--- src/rtl/axi_xbar_pkg.sv ---
// axi_xbar_pkg: shared width helper, range decoder and error-sink index for the request router
package axi_xbar_pkg;
  localparam int MAX_M = 8;
  localparam int MAX_W = 64;
  function automatic int log2(input int x);
    int r = 1;
    while ((x >> r) != 0) r++;
    return r;
  endfunction
  function automatic int err_sink(input int num_master);
    return num_master;
  endfunction
  // lowest matching index wins; no match selects the error sink
  function automatic logic [3:0] addr_decode(input logic [MAX_W-1:0] addr, input logic [MAX_M*MAX_W-1:0] base,
                                             input logic [MAX_M*MAX_W-1:0] high, input int num_master);
    addr_decode = 4'(err_sink(num_master));
    for (int m = MAX_M - 1; m >= 0; m--)
      if (m < num_master && addr >= base[m*MAX_W +: MAX_W] && addr <= high[m*MAX_W +: MAX_W])
        addr_decode = 4'(m);
  endfunction
endpackage

--- src/rtl/axi_interconnect_xbar_req_router_rr_arbiter.sv ---
// axi_interconnect_rr_arbiter: round-robin grant starting at ptr, ptr moves past the winner on advance
module axi_interconnect_rr_arbiter
  import axi_xbar_pkg::*;
#(
  parameter int N = 2,
  localparam int PW = log2(N - 1)
) (
  input  logic          clk_sys,
  input  logic          rst_n,
  input  logic [N-1:0]  req,
  input  logic          advance,
  output logic [N-1:0]  gnt,
  output logic [PW-1:0] ptr
);
  logic [PW-1:0] win, nxt;
  always_comb begin
    gnt = '0;
    win = '0;
    for (int k = N - 1; k >= 0; k--)
      if (req[(int'(ptr) + k) % N]) begin
        gnt = '0;
        gnt[(int'(ptr) + k) % N] = 1'b1;
        win = PW'((int'(ptr) + k) % N);
      end
    nxt = (int'(win) == N - 1) ? '0 : win + 1'b1;
  end
  always_ff @(posedge clk_sys or negedge rst_n)
    if (!rst_n) ptr <= '0;
    else if (advance) ptr <= nxt;
endmodule

--- src/rtl/axi_interconnect_xbar_req_router.sv ---
// axi_interconnect_xbar_req_router: per-master round-robin request routing with per-slave ordering trackers
// Optional AXI_XBAR_DECERR_EN: unmatched requests are accepted locally and flagged on s_decerr.
module axi_interconnect_xbar_req_router
  import axi_xbar_pkg::*;
#(
  parameter int NUM_SLAVE = 2,
  parameter int NUM_MASTER = 2,
  parameter int WIDTH_ADDR = 32,
  parameter int WIDTH_ADDRINFO = 64,
  parameter int ADDR_LSB = 0,
  parameter logic [NUM_MASTER*WIDTH_ADDR-1:0] ADDR_BASE = '0,
  parameter logic [NUM_MASTER*WIDTH_ADDR-1:0] ADDR_HIGH = '0,
  parameter int NUM_OUTSTANDING = 4,
  parameter int WIDTH_SLAVE = log2(NUM_SLAVE - 1)
) (
  input  logic                                 clk_sys,
  input  logic                                 rst_n,
  input  logic [NUM_SLAVE*WIDTH_ADDRINFO-1:0]  s_addr_info,
  input  logic [NUM_SLAVE-1:0]                 s_addr_valid,
  output logic [NUM_SLAVE-1:0]                 s_addr_ready,
  input  logic [NUM_SLAVE-1:0]                 s_resp_done,
`ifdef AXI_XBAR_DECERR_EN
  output logic [NUM_SLAVE-1:0]                 s_decerr,
`endif
  output logic [NUM_MASTER*WIDTH_ADDRINFO-1:0] m_addr_info,
  output logic [NUM_MASTER*WIDTH_SLAVE-1:0]    m_addr_sid,
  output logic [NUM_MASTER-1:0]                m_addr_valid,
  input  logic [NUM_MASTER-1:0]                m_addr_ready
);
  localparam int DW = log2(NUM_MASTER);
  localparam int CW = $clog2(NUM_OUTSTANDING + 1);
  logic [MAX_M*MAX_W-1:0] base_x, high_x;
  logic [DW-1:0] tgt [NUM_SLAVE];
  logic [DW-1:0] dest_q [NUM_SLAVE];
  logic [CW-1:0] cnt_q [NUM_SLAVE];
  logic [NUM_SLAVE-1:0] elig, err_acc;
  logic [NUM_SLAVE-1:0] req [NUM_MASTER];
  logic [NUM_SLAVE-1:0] gnt [NUM_MASTER];
  logic [NUM_MASTER-1:0] load, valid_q;
  logic [WIDTH_ADDRINFO-1:0] info_q [NUM_MASTER];
  logic [WIDTH_ADDRINFO-1:0] sel_info [NUM_MASTER];
  logic [WIDTH_SLAVE-1:0] sid_q [NUM_MASTER];
  logic [WIDTH_SLAVE-1:0] sel_sid [NUM_MASTER];
  always_comb begin
    base_x = '0;
    high_x = '0;
    for (int m = 0; m < NUM_MASTER; m++) begin
      base_x[m*MAX_W +: MAX_W] = MAX_W'(ADDR_BASE[m*WIDTH_ADDR +: WIDTH_ADDR]);
      high_x[m*MAX_W +: MAX_W] = MAX_W'(ADDR_HIGH[m*WIDTH_ADDR +: WIDTH_ADDR]);
    end
  end
  // a slave with traffic in flight may only keep talking to the same destination
  always_comb begin
    for (int i = 0; i < NUM_SLAVE; i++) begin
      tgt[i] = DW'(addr_decode(MAX_W'(s_addr_info[i*WIDTH_ADDRINFO + ADDR_LSB +: WIDTH_ADDR]), base_x, high_x, NUM_MASTER));
      elig[i] = cnt_q[i] == '0 || (dest_q[i] == tgt[i] && cnt_q[i] < CW'(NUM_OUTSTANDING));
`ifdef AXI_XBAR_DECERR_EN
      err_acc[i] = s_addr_valid[i] && elig[i] && tgt[i] == DW'(err_sink(NUM_MASTER));
`else
      err_acc[i] = 1'b0;
`endif
    end
    for (int m = 0; m < NUM_MASTER; m++) begin
      load[m] = !valid_q[m] || m_addr_ready[m];
      for (int i = 0; i < NUM_SLAVE; i++)
        req[m][i] = s_addr_valid[i] && elig[i] && tgt[i] == DW'(m);
    end
  end
  for (genvar m = 0; m < NUM_MASTER; m++) begin : g_arb
    axi_interconnect_rr_arbiter #(.N(NUM_SLAVE)) u_arb (
      .clk_sys(clk_sys), .rst_n(rst_n), .req(req[m]), .advance(load[m] && |req[m]), .gnt(gnt[m]), .ptr()
    );
    assign m_addr_info[m*WIDTH_ADDRINFO +: WIDTH_ADDRINFO] = info_q[m];
    assign m_addr_sid[m*WIDTH_SLAVE +: WIDTH_SLAVE] = sid_q[m];
  end
  always_comb begin
    s_addr_ready = err_acc;
    for (int m = 0; m < NUM_MASTER; m++) begin
      sel_info[m] = '0;
      sel_sid[m] = '0;
      for (int i = 0; i < NUM_SLAVE; i++) begin
        s_addr_ready[i] = s_addr_ready[i] | (gnt[m][i] & load[m]);
        if (gnt[m][i]) begin
          sel_info[m] = s_addr_info[i*WIDTH_ADDRINFO +: WIDTH_ADDRINFO];
          sel_sid[m] = WIDTH_SLAVE'(i);
        end
      end
    end
  end
`ifdef AXI_XBAR_DECERR_EN
  assign s_decerr = err_acc;
`endif
  assign m_addr_valid = valid_q;
  always_ff @(posedge clk_sys or negedge rst_n)
    if (!rst_n) begin
      valid_q <= '0;
      for (int i = 0; i < NUM_SLAVE; i++) begin
        cnt_q[i] <= '0;
        dest_q[i] <= '0;
      end
      for (int m = 0; m < NUM_MASTER; m++) begin
        info_q[m] <= '0;
        sid_q[m] <= '0;
      end
    end else begin
      for (int i = 0; i < NUM_SLAVE; i++) begin
        cnt_q[i] <= cnt_q[i] + CW'(s_addr_ready[i]) - CW'(s_resp_done[i] && cnt_q[i] != '0);
        if (s_addr_ready[i]) dest_q[i] <= tgt[i];
      end
      for (int m = 0; m < NUM_MASTER; m++)
        if (load[m]) begin
          valid_q[m] <= |req[m];
          if (|req[m]) begin
            info_q[m] <= sel_info[m];
            sid_q[m] <= sel_sid[m];
          end
        end
    end
endmodule

--- config.mk ---
export PLATFORM = sky130hd
export DESIGN_NAME = axi_interconnect_xbar_req_router
export DESIGN_NICKNAME = d
export VERILOG_FILES = /design/src/rtl/axi_xbar_pkg.sv /design/src/rtl/axi_interconnect_xbar_req_router_rr_arbiter.sv /design/src/rtl/axi_interconnect_xbar_req_router.sv
export SDC_FILE = /design/constraint.sdc
export NUM_CORES = 1
export LEC_CHECK = 0
export CAP_MARGIN = 20
export CELL_PAD_IN_SITES_DETAIL_PLACEMENT = 2
export CELL_PAD_IN_SITES_GLOBAL_PLACEMENT = 2
export CORE_ASPECT_RATIO = 1.4
export CORE_MARGIN = 2
export CORE_UTILIZATION = 21
export CTS_BUF_LIST = sky130_fd_sc_hd__clkbuf_4 sky130_fd_sc_hd__clkbuf_8
export CTS_CLUSTER_DIAMETER = 120
export DETAILED_ROUTE_END_ITERATION = 10
export PLACE_DENSITY = 0.88
export SLEW_MARGIN = 0
export SYNTH_ARGS = -nofsm -noshare
export SYNTH_HDL_FRONTEND = slang
export SYNTH_SLANG_ARGS = --single-unit
--- constraint.sdc ---
create_clock -name clk_sys -period 3.7 [get_ports clk_sys]
set_input_delay 1.11 -clock clk_sys [delete_from_list [all_inputs] [get_ports clk_sys]]
set_output_delay 1.11 -clock clk_sys [all_outputs]
set_load 0.03 [all_outputs]
==> summary.txt <==
Finish
  – Commonest non-fill, non-tap cell in the layout: clkdlybuf4s50_1
  – Area grow syn2layout: 56.08%
  – Most frequent cells in the layout: clkdlybuf4s50_1 (135), dfrtp_1 (75), conb_1 (66)
  – # nets final: 789
  – Layout cells sized above 1: 0.2224
  – Final Cell Area: 0.006940 mm2

Synth
  – Async set or reset register ratio after synthesis: 1.000
  – Post-synth EDFFs: 0
  – Area share of the largest cell type after synthesis: 0.4221
  – Seq cells post-synth: 75
  – Synth area leader: dfrtp_1
  – Dominant cells by area after synthesis: dfrtp_1 (42%), buf_4 (11%), mux2_2 (8.1%)
  – Synthesis Warnings: 0
  – Mapped cell area: 0.004447 mm2
  – Sequential element share of the synthesized area: 0.4221
  – Post-Synthesis Cells: 436
  – Mean Syn Cell Area: 10.20 um2
  – Most common flop cell mapped by yosys: dfrtp_1
  – Yosys cell types: 34

STA
  – Max-slew violations: 0
  – Fmax: 266.0 MHz
  – RSZ-0062 raised after global routing: true
  – Hold violation count in the final report: 0
  – Final Cycle Share: 1.016
  – Hold WS: 0.4906 ns
  – Min Tclk post-route: 3.759 ns
  – Final worst slack: -0.05915 ns
  – Setup TNS: -0.05915 ns
  – Clock Skews: 0.01407 ns
  – Setup-failing EPs final: 1

Power
  – Static Leak: 0.003130 uW
  – Pwr Density: 300.9 mW/mm2
  – Peak supply drop: 112.3 uV
  – Total power: 2089 uW

Placement
  – Setup slack at placement: -0.9983 ns
  – Placed cell area: 0.006653 mm2
  – RePlAce Congestion: 0.7417
  – Port Buffers: 202
  – HPWL Detailed: 12700 um

Run status
  – Failing checks: setup timing
  – Status: complete, but fails checks

Critical path
  – Crit end category: output pin
  – Setup CP Type: in -> out
  – Slowest CP cell: nor4_4
  – Worst EP required: 2.59 ns
  – Crit-path cells: dlygate4sd2_1 -> nor4_4 -> buf_4 -> nand3_1 -> or3_4 -> and3_4 -> buf_12
  – Crit path DAT: 2.65 ns
  – CP max FO: 2
  – CP bufs+invs: 3
  – Delay of the slowest critical-path stage: 0.36 ns
  – CP startpoint kind: input pin
  – Largest delay contributor family on the critical path: simple AND/OR/NAND/NOR gates

Route
  – Per-cell routed wire length: 19.75 um
  – Vias per cell: 4.550
  – Final wirelength: 18030 um
  – Detailed-route via count: 4154
  – Pre-Repair DR Iteration Count: 4
  – Residual DRC count: 0
  – DRT antenna net count: 0
  – DR iter-0 viols: 94

CTS
  – Clock slew at reported path FFs: 0.08 ns
  – CTS root buf: clkbuf_8
  – CTS tree: yes
  – Clk sinks: 75
  – H-tree Lvls: 3
  – Clock Latency Late Sink: 0.37 ns
  – Clock Path Buffers: 2
  – Num CTS Buffers: 9

Global route
  – Global-route wire length before repair: 26860 um
  – Total GRT Usage: 0.1594
  – Antenna violations before repair: 1
  – Vias in the first global route: 4606
  – Congestion Overflow GR: 0
  – Largest net degree at the start of global routing: 76

Run
  – MaxCap Viol Count: 0

Floorplan
  – Num rows: 63
  – Die area: 0.02237 mm2
  – IO Pins: 270
  – DIE HEIGHT: 176.2 um
  – Initial core utilization: 0.2121
  – Placeable core area: 0.02097 mm2
  – Die Width: 127.0 um

Min path
  – Tightest Hold Check Type: reg -> reg
Yosys cell counts (2+ instances only):
| cell type | number |
|---|---|
| a32o_1 | 32 |
| o31a_1 | 2 |
| inv_1 | 9 |
| nor2_1 | 4 |
| fa_1 | 2 |
| nor2b_1 | 2 |
| and2_1 | 32 |
| buf_4 | 66 |
| o21ai_0 | 3 |
| nor3_1 | 36 |
| nor4_1 | 9 |
| xnor2_1 | 3 |
| ha_1 | 4 |
| nand3_1 | 33 |
| clkbuf_1 | 23 |
| buf_6 | 6 |
| nand4_1 | 4 |
| and3_1 | 34 |
| buf_2 | 6 |
| a21oi_1 | 2 |
| dfrtp_1 | 75 |
| mux2_2 | 32 |
| nor4_2 | 4 |
| nand2_1 | 3 |
metrics by stage:
| step | cells | utilization |
|---|---|---|
| global route | 913 | 0.3310 |
| global placement | 893 | 0.3173 |
| CTS | 910 | 0.3307 |
| finish | 913 | 0.3310 |
| floorplan | 501 | - |
| detailed placement | 893 | 0.3173 |
kinds of logic (layout without fill, tap and decap cells):
logic type | count (synthesis) | after routing | share of synthesized area
buf+inv | 110 | 261 | 0.1604
other cells | 1 | 67 | 0.0008433
mux | 32 | 32 | 0.08104
fa+ha+maj | 6 | 6 | 0.02026
compound gates | 41 | 41 | 0.08413
simple gates | 167 | 167 | 0.2234
flops | 75 | 75 | 0.4221
xor+xnor | 4 | 4 | 0.007880
worst paths after layout:
path                                                  start                          end  slack, ns  cells after the start
max in group asynchronous                             rst_n  m_addr_info[28]$_DFFE_PN0P_       2.42                      2
worst max-delay path                        s_addr_info[86]              s_addr_ready[0]      -0.06                      7
worst max register to register           cnt_q[4]$_DFF_PN0_           cnt_q[2]$_DFF_PN0_       1.02                      9
worst min-delay path            m_addr_info[22]$_DFFE_PN0P_  m_addr_info[22]$_DFFE_PN0P_       0.49                      1
worst min register to register  m_addr_info[22]$_DFFE_PN0P_  m_addr_info[22]$_DFFE_PN0P_       0.49                      1
min in group asynchronous                             rst_n  m_addr_info[43]$_DFFE_PN0P_       0.66                      1
power breakdown:
part / total (uW) / internal [uW] / switching, uW
Sequential: 899 / 857 / 42.2
Clock: 777 / 445 / 333
Combinational: 413 / 184 / 228
Total: 2090 / 1490 / 603
sequential cells by signal, summed over array words and instances, names as in the netlist:
register and flops:
m_addr_info 64, dest_q 2, cnt_q 6, m_addr_valid 1, m_addr_sid 1, g_arb.u_arb.ptr 1
timing repair:
item / 4_1_cts / 5_1_grt
endpoints found under the setup margin: 3 / 2
setup buffers: 4 / 1
cloned: 0 / 0
hold buffers: 0 / 0
pin swaps: 25 / 20
gates resized for setup: 144 / 51
layer usage:
layer	routed length (um)	GRT usage	up-vias	part of all wire
met5	0	0	-	0
met4	489	0.06273	0	0.027
met3	1384	0.04818	32	0.077
met2	9647	0.3002	184	0.53
met1	6513	0.1631	2080	0.36
li1	-	-	1858	-
layout make-up:
cell class	count	area (um2)
repair buffers	236	2176
clock buffers	13	172.7
inverters	9	33.78
clock inverters	3	68.82
diodes	1	2.502
multi-input cells	316	2285
flip-flops and latches	75	1877
fillers	2292	14030
well taps	260	325.3
No activity file was read; power rests on OpenSTA's default activity.
==> edit, RTL diff (config.mk and constraints unchanged) <==
Build with the macro `AXI_XBAR_DECERR_EN` defined.
--- a/src/rtl/axi_interconnect_xbar_req_router.sv
+++ b/src/rtl/axi_interconnect_xbar_req_router.sv
@@ -1,5 +1,7 @@
 // axi_interconnect_xbar_req_router: per-master round-robin request routing with per-slave ordering trackers
 // Optional AXI_XBAR_DECERR_EN: unmatched requests are accepted locally and flagged on s_decerr.
+`define AXI_XBAR_DECERR_EN
+
 module axi_interconnect_xbar_req_router
   import axi_xbar_pkg::*;
 #(
Behaviour (old outputs only; new: s_decerr): not the same (Yosys sat finds a counterexample within 4 cycles, from zero or initial values and one cycle with rst_n low).
==> edit against the unedited design <==
The run still ends with setup timing left; register-to-register slack worse by 0.08 ns; worst setup slack lost 0.026 ns; sequential share of layout area shrank 0.36 points; power up 15%; synthesized area fell by 0.53%; design area rose by 1.3%; first-iteration DRC count grew 22%; sequential cell count is the same; wire length is 3.5% higher.
==> edit: results (changes against the unedited design) <==
outcome finished, violations left (unchanged); failing checks setup timing (unchanged); Vias/cell 4.464 (was 4.550); worst min-delay path endpoint m_addr_info[25] (was m_addr_info[22]); setup ws final -0.08505 ns (was -0.05915 ns); largest cells by area after synthesis dfrtp_1 (42%), buf_4 (11%), mux2_2 (8.1%) (unchanged); antenna violations before repair 3 (was 1); Setup violations, final 2 (was 1); Final #Nets 801 (was 789); HP Start m_addr_info[25] (was m_addr_info[22]); first-pass GRT wire length 28070 um (was 26860 um); r2r setup slk 0.94 ns (was 1.02 ns); CTS HTree Levels 3 (unchanged); most frequent cells after synthesis dfrtp_1 (75), buf_4 (66), nor4_1 (44) (was dfrtp_1 (75), buf_4 (66), nor3_1 (36)); Initial DRT Pass Iterations 4 (unchanged); register area share after synthesis 42.43% (was 42.21%); DP Wirelength 13140 um (was 12700 um); Clock Skew 0.01104 ns (was 0.01407 ns); clk root buf clkbuf_8 (unchanged); worst hold stages 1 (unchanged); LEAKAGE 3.318 nW (was 3.130 nW); layout cells sized above 1 25.75% (was 22.24%); peak supply drop 0.2512 mV (was 0.1123 mV); Async SR Flop Fraction 100.0% (unchanged); Worst-Skew Late Latency roughly 0.38 ns; Total GRT Usage 16.46% (was 15.94%); CP Launch Point s_addr_info[64] (was s_addr_info[86]); crit path to s_addr_ready[0] (unchanged); number of global-route vias before repair 4783 (was 4606); routability congestion estimate 0.7463 (was 0.7417); post-CTS setup buffer count 6 (was 4); IO Port Bufs 204 (was 202); initial DRC count 115 (was 94); Wirelength per Cell 20.25 um (was 19.75 um); Worst Path Arrival 2.68 ns (was 2.65 ns); reg2reg end cnt_q[2] (unchanged); cell row count 62 (was 63); post-CTS resize count 221 (was 144); R2R cell count 11 (was 9)
-- edit: per-layer routing --
| metal | track usage [%] | part of all wire, % | wire, um | vias to the layer above |
|---|---|---|---|---|
| met5 | 0 | 0 | 0 | - |
| li1 | - | - | - | 1858 |
| met2 | 30.79 | 54 | 10030 | 183 |
| met1 | 17.17 | 37 | 6934 | 2052 |
| met4 | 6.548 | 2.3 | 436 | 0 |
| met3 | 4.539 | 6.8 | 1275 | 23 |
-- edit: cell type report --
cell class / instances / area, um^2
inverter: 42 / 157.7
timing repair buffer: 242 / 2208
multi-input combinational: 289 / 2241
fill: 2235 / 13520
clock buffer: 9 / 123.9
tap: 256 / 320.3
antenna: 2 / 5.005
clock inverter: 7 / 100.1
sequential: 75 / 1877
-- edit: cells by family after synthesis --
logic type | Yosys count | share of synthesized area (%)
buf+inv | 141 | 18.13
simple gates | 135 | 19.18
flops | 75 | 42.43
compound gates | 46 | 9.194
mux | 32 | 8.147
fa+ha+maj | 6 | 2.037
xor+xnor | 4 | 0.7922
other cells | 1 | 0.08478
-- edit: power by group --
part           internal (mW)  leakage [nW]  switching [mW]
Clock                  0.383         0.102           0.364
Combinational          0.309          2.20           0.438
Sequential             0.859          1.02          0.0548
-- edit: critical path, cell delays in order --
cell and delay, ns:
buf_6 0.09, nor4_2 0.28, nand4_2 0.22, or4_4 0.62, nand3_4 0.12, o21ai_4 0.09, buf_12 0.14
-- edit: stage by stage --
step,hold WS (ns),std cells,worst slack [ns],TNS (ns),cell area (um^2)
after global routing,0.5113,922,-0.1450,-0.2770,7033
final,0.4882,922,-0.08505,-0.1393,7033
after floorplan,0.4602,505,-0.008827,-0.008827,4688
after global placement,0.4675,897,-0.5315,-2.562,6690
after CTS,0.4985,918,-0.07356,-0.1423,7023
after detailed placement,0.4738,897,-0.6461,-4.698,6690
